### src/rtl/burst_mode_framer.sv
// burst_mode_framer: burst framer emitting laser-on settle, preamble, syncword, payload and laser-off tail.
// Define BURST_MODE_FRAMER_EOB_EN to append a ~syncword end-of-burst word after the payload.
module burst_mode_framer #(
    parameter int          LASER_ON_CYCLES  = 4,
    parameter int          LASER_OFF_CYCLES = 4,
    parameter logic [31:0] PREAMBLE_PATTERN = 32'hAAAAAAAA
) (
    input  logic        in_clock,
    input  logic        rst,
    input  logic        in_start,
    input  logic [7:0]  in_preamble_len,
    input  logic [31:0] in_syncword,
    input  logic [11:0] in_payload_len,
    input  logic [31:0] in_payload_data,
    input  logic        in_payload_valid,
    output logic        out_payload_ready,
    output logic [31:0] out_data,
    output logic        out_burst_en,
    output logic        out_busy,
    output logic        out_done,
    output logic        out_underrun
);
    typedef enum logic [2:0] {
        IDLE, LASER_ON, PREAMBLE, SYNC, PAYLOAD,
`ifdef BURST_MODE_FRAMER_EOB_EN
        EOB,
`endif
        LASER_OFF
    } state_t;

    localparam logic [7:0] LON  = 8'(LASER_ON_CYCLES);
    localparam logic [7:0] LOFF = 8'(LASER_OFF_CYCLES);
`ifdef BURST_MODE_FRAMER_EOB_EN
    localparam state_t TAIL = EOB;
`else
    localparam state_t TAIL = LASER_OFF;
`endif

    // r_state is the segment of the word currently on out_data; r_cnt counts words emitted in it
    state_t      r_state;
    state_t      w_next;
    logic [7:0]  r_cnt;
    logic [7:0]  r_pre_len;
    logic [31:0] r_sync;
    logic [11:0] r_rem;
    logic [31:0] r_data;
    logic        r_burst_en;
    logic        r_busy;
    logic        r_done;
    logic        r_underrun;
    logic        w_start;
    logic        w_hold;
    logic        w_accept;
    logic [31:0] w_data;

    always_ff @(posedge in_clock) begin
        if (!rst) begin
            r_state    <= IDLE;
            r_cnt      <= 8'd0;
            r_pre_len  <= 8'd0;
            r_sync     <= 32'd0;
            r_rem      <= 12'd0;
            r_data     <= 32'd0;
            r_burst_en <= 1'b0;
            r_busy     <= 1'b0;
            r_done     <= 1'b0;
            r_underrun <= 1'b0;
        end else begin
            r_state    <= w_next;
            r_cnt      <= w_hold ? r_cnt + 8'd1 : 8'd1;
            if (w_start) begin
                r_pre_len <= in_preamble_len;
                r_sync    <= in_syncword;
                r_rem     <= in_payload_len;
            end else if (w_accept) begin
                r_rem <= r_rem - 12'd1;
            end
            r_data     <= w_data;
            r_burst_en <= w_next != IDLE;
            r_busy     <= w_next != IDLE;
            r_done     <= r_state == LASER_OFF && w_next == IDLE;
            r_underrun <= w_start ? 1'b0 : r_underrun | (out_payload_ready & ~in_payload_valid);
        end
    end

    always_comb begin
        w_next = r_state;
        case (r_state)
            IDLE:      if (in_start && !r_done) w_next = LASER_ON;
            LASER_ON:  if (r_cnt == LON) w_next = (r_pre_len != 8'd0) ? PREAMBLE : SYNC;
            PREAMBLE:  if (r_cnt == r_pre_len) w_next = SYNC;
            SYNC:      w_next = (r_rem != 12'd0) ? PAYLOAD : TAIL;
            PAYLOAD:   if (r_rem == 12'd0) w_next = TAIL;
`ifdef BURST_MODE_FRAMER_EOB_EN
            EOB:       w_next = LASER_OFF;
`endif
            LASER_OFF: if (r_cnt == LOFF) w_next = IDLE;
            default:   w_next = IDLE;
        endcase
    end

    always_comb begin
        w_start           = r_state == IDLE && w_next == LASER_ON;
        w_hold            = w_next == r_state && (r_state == LASER_ON || r_state == PREAMBLE || r_state == LASER_OFF);
        out_payload_ready = (r_state == SYNC || r_state == PAYLOAD) && r_rem != 12'd0;
        w_accept          = out_payload_ready && in_payload_valid;
        w_data            = (w_next == PREAMBLE) ? PREAMBLE_PATTERN :
                            (w_next == SYNC)     ? r_sync :
                            (w_next == PAYLOAD)  ? (in_payload_valid ? in_payload_data : PREAMBLE_PATTERN) :
`ifdef BURST_MODE_FRAMER_EOB_EN
                            (w_next == EOB)      ? ~r_sync :
`endif
                            32'd0;
    end

    assign out_data     = r_data;
    assign out_burst_en = r_burst_en;
    assign out_busy     = r_busy;
    assign out_done     = r_done;
    assign out_underrun = r_underrun;
endmodule

### config.mk
export PLATFORM = sky130hd
export DESIGN_NAME = burst_mode_framer
export DESIGN_NICKNAME = d
export VERILOG_FILES = /design/src/rtl/burst_mode_framer.sv
export SDC_FILE = /design/constraint.sdc
export NUM_CORES = 1
export LEC_CHECK = 0
export CAP_MARGIN = 10
export CORE_MARGIN = 3
export CORE_UTILIZATION = 42
export DETAILED_ROUTE_END_ITERATION = 10
export PLACE_DENSITY = 0.73
export SLEW_MARGIN = 40
export SYNTH_ARGS = -nofsm -noshare
export SYNTH_HDL_FRONTEND = slang
export SYNTH_SLANG_ARGS = --single-unit
### constraint.sdc
create_clock -name in_clock -period 2.4 [get_ports in_clock]
set_input_delay 0.36 -clock in_clock [delete_from_list [all_inputs] [get_ports in_clock]]
set_output_delay 0.36 -clock in_clock [all_outputs]
set_load 0.05 [all_outputs]
-- Word level (Yosys, flattened, before mapping)
Index checks and enable logic that the tools add are counted.
- register bits after elaboration: 98
- bits in latches: 0
- memory bits (writable): 0
- ROM bits: 0
- output and inout port bits: 37
- logic and storage cells: 64
- memories: 0
- add/sub/neg operators: 2
- multiply operators: 0
- divide/modulo/power cells: 0
- $lt $le $gt $ge: 0
- eq/ne operators: 12
- shift-type cells: 0
- mux-type cells: 15
- bitwise gates (word level): 4
- reduce and logical (&&, ||, !) cells: 20
- operator list (cell ; number):
    2-to-1 mux 32 bit ; 4
    2-to-1 mux 12 bit ; 2
    case mux 3 bit (6 select lines) ; 1
    2-to-1 mux 3 bit ; 5
    equality test 3 x 2 -> 1 bit (second input constant) ; 4
    logical NOT 12 bit ; 1
    nonzero test 12 bit ; 1
    subtractor 12 x 1 -> 12 bit (second input constant) ; 1
    equality test 3 bit (second input constant) ; 3
    adder 8 x 1 -> 8 bit (second input constant) ; 1
    equality test 8 x 3 -> 1 bit (second input constant) ; 1
    equality test 8 bit ; 1
    nonzero test 8 bit ; 1
    equality test 3 x 1 -> 1 bit (second input constant) ; 2
    logical AND 1 bit ; 6
    logical NOT 3 bit ; 2
    OR reduction 2 bit ; 2
    equality test 3 bit ; 1
    logical OR 1 bit ; 3
    2-to-1 mux 1 bit ; 3
    nonzero test 3 bit ; 1
    NOT 1 bit ; 2
    AND reduction 2 bit ; 1
    nonzero test 2 bit ; 1
    3 further kinds ; 3

-- Logic depth before layout (Yosys ltp)
- depth after elaboration: 8
- depth in mapped cells: 9
- mapped depth without buffers: 7

-- Least setup slack after synthesis
OpenSTA, ideal clock, no wires.
- path kind: register to register
- start: register r_cnt[0]
- end: register r_data[11] (netlist: out_data[11])
- arrival time: 2328 ps
- required time: 2340 ps
- setup slack: 12 ps
- stages on the path, launching flop included: 10
- buffers on the path: 2
- path through: dfxtp_1 -> inv_1 -> ha_1 -> or4b_4 -> o41ai_4 -> and2_1 -> buf_4 -> nor3b_4 -> buf_6 -> a221o_1
- longest elaborated chain between the ends: 7
- elaborated cells between the ends (all ways): 12
- ends and longest elaborated chain (item ; RTL line ; RTL):
    start, declared ; 42 ; logic [7:0] r_cnt;
    start signal, assigned ; 70 ; r_cnt <= w_hold ? r_cnt + 8'd1 : 8'd1;
    equality test 8 x 3 -> 1 bit / equality test 8 bit (equally long branches) ; 90, 97, 91 ;
    2-to-1 mux 3 bit, on equally long branches ; 97, 90, 91 ;
    case mux 3 bit (6 select lines) (*) ; 88 ; case (r_state)
    equality test 3 bit ; 109 ; (w_next == PAYLOAD) ? (in_payload_valid ? in_payload_data : PREAMBLE_PATTERN) :
    2-to-1 mux 32 bit ; 109 ;
    2-to-1 mux 32 bit ; 108 ; (w_next == SYNC) ? r_sync :
    2-to-1 mux 32 bit (*) ; 107 ; w_data = (w_next == PREAMBLE) ? PREAMBLE_PATTERN :
    end signal, assigned ; 78 ; r_data <= w_data;
    end, declared ; 46 ; logic [31:0] r_data;
Mark *: on every way between the ends. The rest lies on a longest branch, timed or not.
A chain may end at the register's enable or synchronous reset.

-- Worst setup path after layout
- start: register r_state[0]
- end: output out_payload_ready
- longest elaborated chain between the ends: 3
- elaborated cells between the ends (all ways): 4
- ends and longest elaborated chain (item ; RTL line ; RTL):
    start, declared ; 40 ; state_t r_state;
    start signal, assigned ; 69 ; r_state <= w_next;
    equality test 3 x 2 -> 1 bit / equality test 3 bit (equally long branches) ; 105 ; out_payload_ready = (r_state == SYNC || r_state == PAYLOAD) && r_rem != 12'd0;
    logical OR 1 bit (*) ; 105 ;
    logical AND 1 bit (*) ; 105 ;
    end, declared ; 16 ; output logic out_payload_ready,
Marked as above.

==> impl_results.md <==
* Clock Sinks at 98
* Max FO, Critical Path at 7
* CP delay by family, top: simple AND/OR/NAND/NOR gates
* CTS tree: built
* Clock network fraction of design power at 0.334
* Final WL at 11,400 um
* Initial Util at 0.435
* Core area at 9330 um^2
* CTS clk-pin slew, worst paths at 100 ps
* H-tree depth at 3
* Register bit total from synthesis at 98
* GPL Wtd Cong at 0.933
* All-layer global routing usage at 0.207
* Endpoints failing hold at 0
* Vias at 3,816
* Fin cells at 732
* Worst path bufs/invs at 1
* Area after DPL at 5510 um^2
* Hold WC Path Type: flop to flop
* Post-cts hold buffer count at 0
* Util after Layout at 0.615
* Post-cts sizing count at 1
* Final instance area at 5740 um^2
* Switching share of power at 0.274
* Sequential share of the synthesized area at 0.483
* First-pass GRT wire length at 18,400 um
* Inst Count DP at 716
* Endpoint class of the critical path: output port
* Die Wd at 104 um
* Req. time, crit path at 2040 ps
* Die Span Y at 104 um
* Cell Int Power at 2.49 mW
* Data arrival time of the critical path at 1950 ps
* Final period util at 0.961
* Fmax at 434 MHz
* Initial antenna violation count at 0
* Sequential share of power at 0.513
* Die area at 10,900 um^2
* Ys async rst share at 0
* Routed vias/inst at 5.21
* Synthesized area at 4060 um^2
* DP Worst Slack at -44.8 ps
* Switch Pwr at 0.940 mW
* Hpwl dp at 8230 um
* Yosys warnings at 0
* RSZ-0062 raised after global routing: false
* Critical path's slowest cell: or3b_2
* Mapped Cells at 476
* Commonest cells after routing, fill and taps aside: clkdlybuf4s50_1 (123), dfxtp_1 (98), nand2_1 (89)
* Gate power share at 0.154
* DR pass1 iterations at 4
* DR DRC count at 0
* Mean routed wirelength per cell at 15.5 um
* Post-CTS Setup Bufs at 0
* Clock Skew at 14.3 ps
* Max-slew headroom at 0.626
* Clk buf depth at 2
* Share of layout cells above drive strength 1 at 0.0862
* Drt initial violations at 167
* Worst-path cell chain: or3b_2 -> and2_1 -> nor2_2 -> buf_4
* VDD IR max at 0.438 mV
* Number of max-cap violations at 0
* Startpoint Class: flop
* Post-synth EDFFs at 0
* Standard-cell rows at 35
* Final setup vio count at 0
* Slowest Stage Delay on Critical Path at 510 ps
* Post-synthesis net count at 567
* # IOs at 125
* Clk Latency, worst-skew pair at 370 ps
* Post-layout minimum cycle time at 2310 ps
* Commonest non-fill, non-tap cell in the layout: clkdlybuf4s50_1
* CP Class: flop to output port
* Worst Tran Pin Value at 560 ps
* Final worst slack at 93.9 ps
* Routed Antenna Nets at 0
* Reported leakage power at 2.10 nW
* Port-buffer cells at 124
* Largest net degree at the start of global routing at 38
* Max-slew violation count at 0
* Status: finished, final reports clean
* Avg Inst Size Synth at 8.53 um^2
* Total CTS buffers at 9
* Number of global-route vias before repair at 3,737
* CTS root buf: clkbuf_8
* Final net count at 689
* Leading register cell type out of synthesis: dfxtp_1
* Yosys cell types at 44
* Layout Area Growth over Synthesis at 41.4%
* Number of diodes at 0
* Pwr dens at 597 nW/um^2
* Grt ovf at 0
## power groups by stage
stage	sequential [mW]	combinational [mW]	clock (mW)
CTS	1.75	0.529	1.17
floorplan	1.79	0.271	0
finish	1.76	0.527	1.14
global placement	1.79	0.518	0
global route	1.76	0.584	1.24
detailed placement	1.79	0.526	0
## stage by stage
stage                     hold slack (ps)  TNS (ps)  total power, mW
final                                 461         0             3.43
after global routing                  485         0             3.59
after CTS                             461         0             3.45
after detailed placement              447     -57.0             2.32
after global placement                442         0             2.31
after floorplan                       437         0             2.06
## tightest hold or removal path: stages (launching register included)
cell     delay [ps]
dfxtp_1         320
nand2_1          50
a21oi_1          50
## final timing paths
kind,slack (ps),end,cells after the start,start
max,90,out_payload_ready,4,r_state[0]
min,460,r_sync[18],2,r_sync[18]
max reg2reg,240,out_data[5],8,r_cnt[1]
min reg2reg,460,r_sync[18],2,r_sync[18]
## sequential cells by signal, indices dropped and copies added (netlist names)
| signal | flops |
|---|---|
| r_state | 3 |
| r_rem | 12 |
| out_data | 32 |
| out_underrun | 1 |
| r_pre_len | 8 |
| r_sync | 32 |
| out_done | 1 |
| out_busy | 1 |
| r_cnt | 8 |
## synth_stat cells (2+ instances only)
library cell / instances / area share
a211oi_1: 4 / 0.0074
a21oi_1: 46 / 0.057
a221o_1: 16 / 0.039
a22oi_1: 16 / 0.030
a31oi_1: 2 / 0.0031
and3_1: 4 / 0.0062
buf_2: 2 / 0.0025
buf_4: 3 / 0.0055
clkbuf_1: 29 / 0.027
dfxtp_1: 98 / 0.48
ha_1: 3 / 0.0092
inv_1: 6 / 0.0055
nand2_1: 89 / 0.082
nand2b_1: 18 / 0.028
nand3_1: 16 / 0.020
nand3b_1: 2 / 0.0037
nand4_1: 5 / 0.0077
nor2_1: 38 / 0.035
nor3_1: 17 / 0.021
nor4_1: 3 / 0.0046
o21a_1: 3 / 0.0055
o21ai_0: 9 / 0.011
o31ai_1: 2 / 0.0037
or3_1: 2 / 0.0031
or3b_2: 2 / 0.0043
or4_1: 2 / 0.0037
xnor2_1: 18 / 0.039
xor2_1: 5 / 0.011
## metal layers
metal / vias to the layer above / routed length, um / global-route usage
li1: 1899 / - / -
met1: 1781 / 4690 / 0.246
met2: 118 / 5760 / 0.365
met3: 18 / 649 / 0.0515
met4: 0 / 259 / 0.0674
met5: - / 0 / 0
## area by class of cell
| cell class | count | area (um^2) |
|---|---|---|
| inverters | 6 | 22.5 |
| flip-flops and latches | 98 | 1960 |
| well taps | 129 | 161 |
| multi-input cells | 337 | 1950 |
| fillers | 819 | 3590 |
| repair buffers | 146 | 1430 |
| clock inverters | 7 | 95.1 |
| clock buffers | 9 | 124 |
## cells by family after synthesis
family          synth area share
fa+ha+maj                0.00925
xor+xnor                  0.0496
buf+inv                   0.0432
flops                      0.483
compound gates             0.174
simple gates               0.241
(Power assumes the default switching activity.)
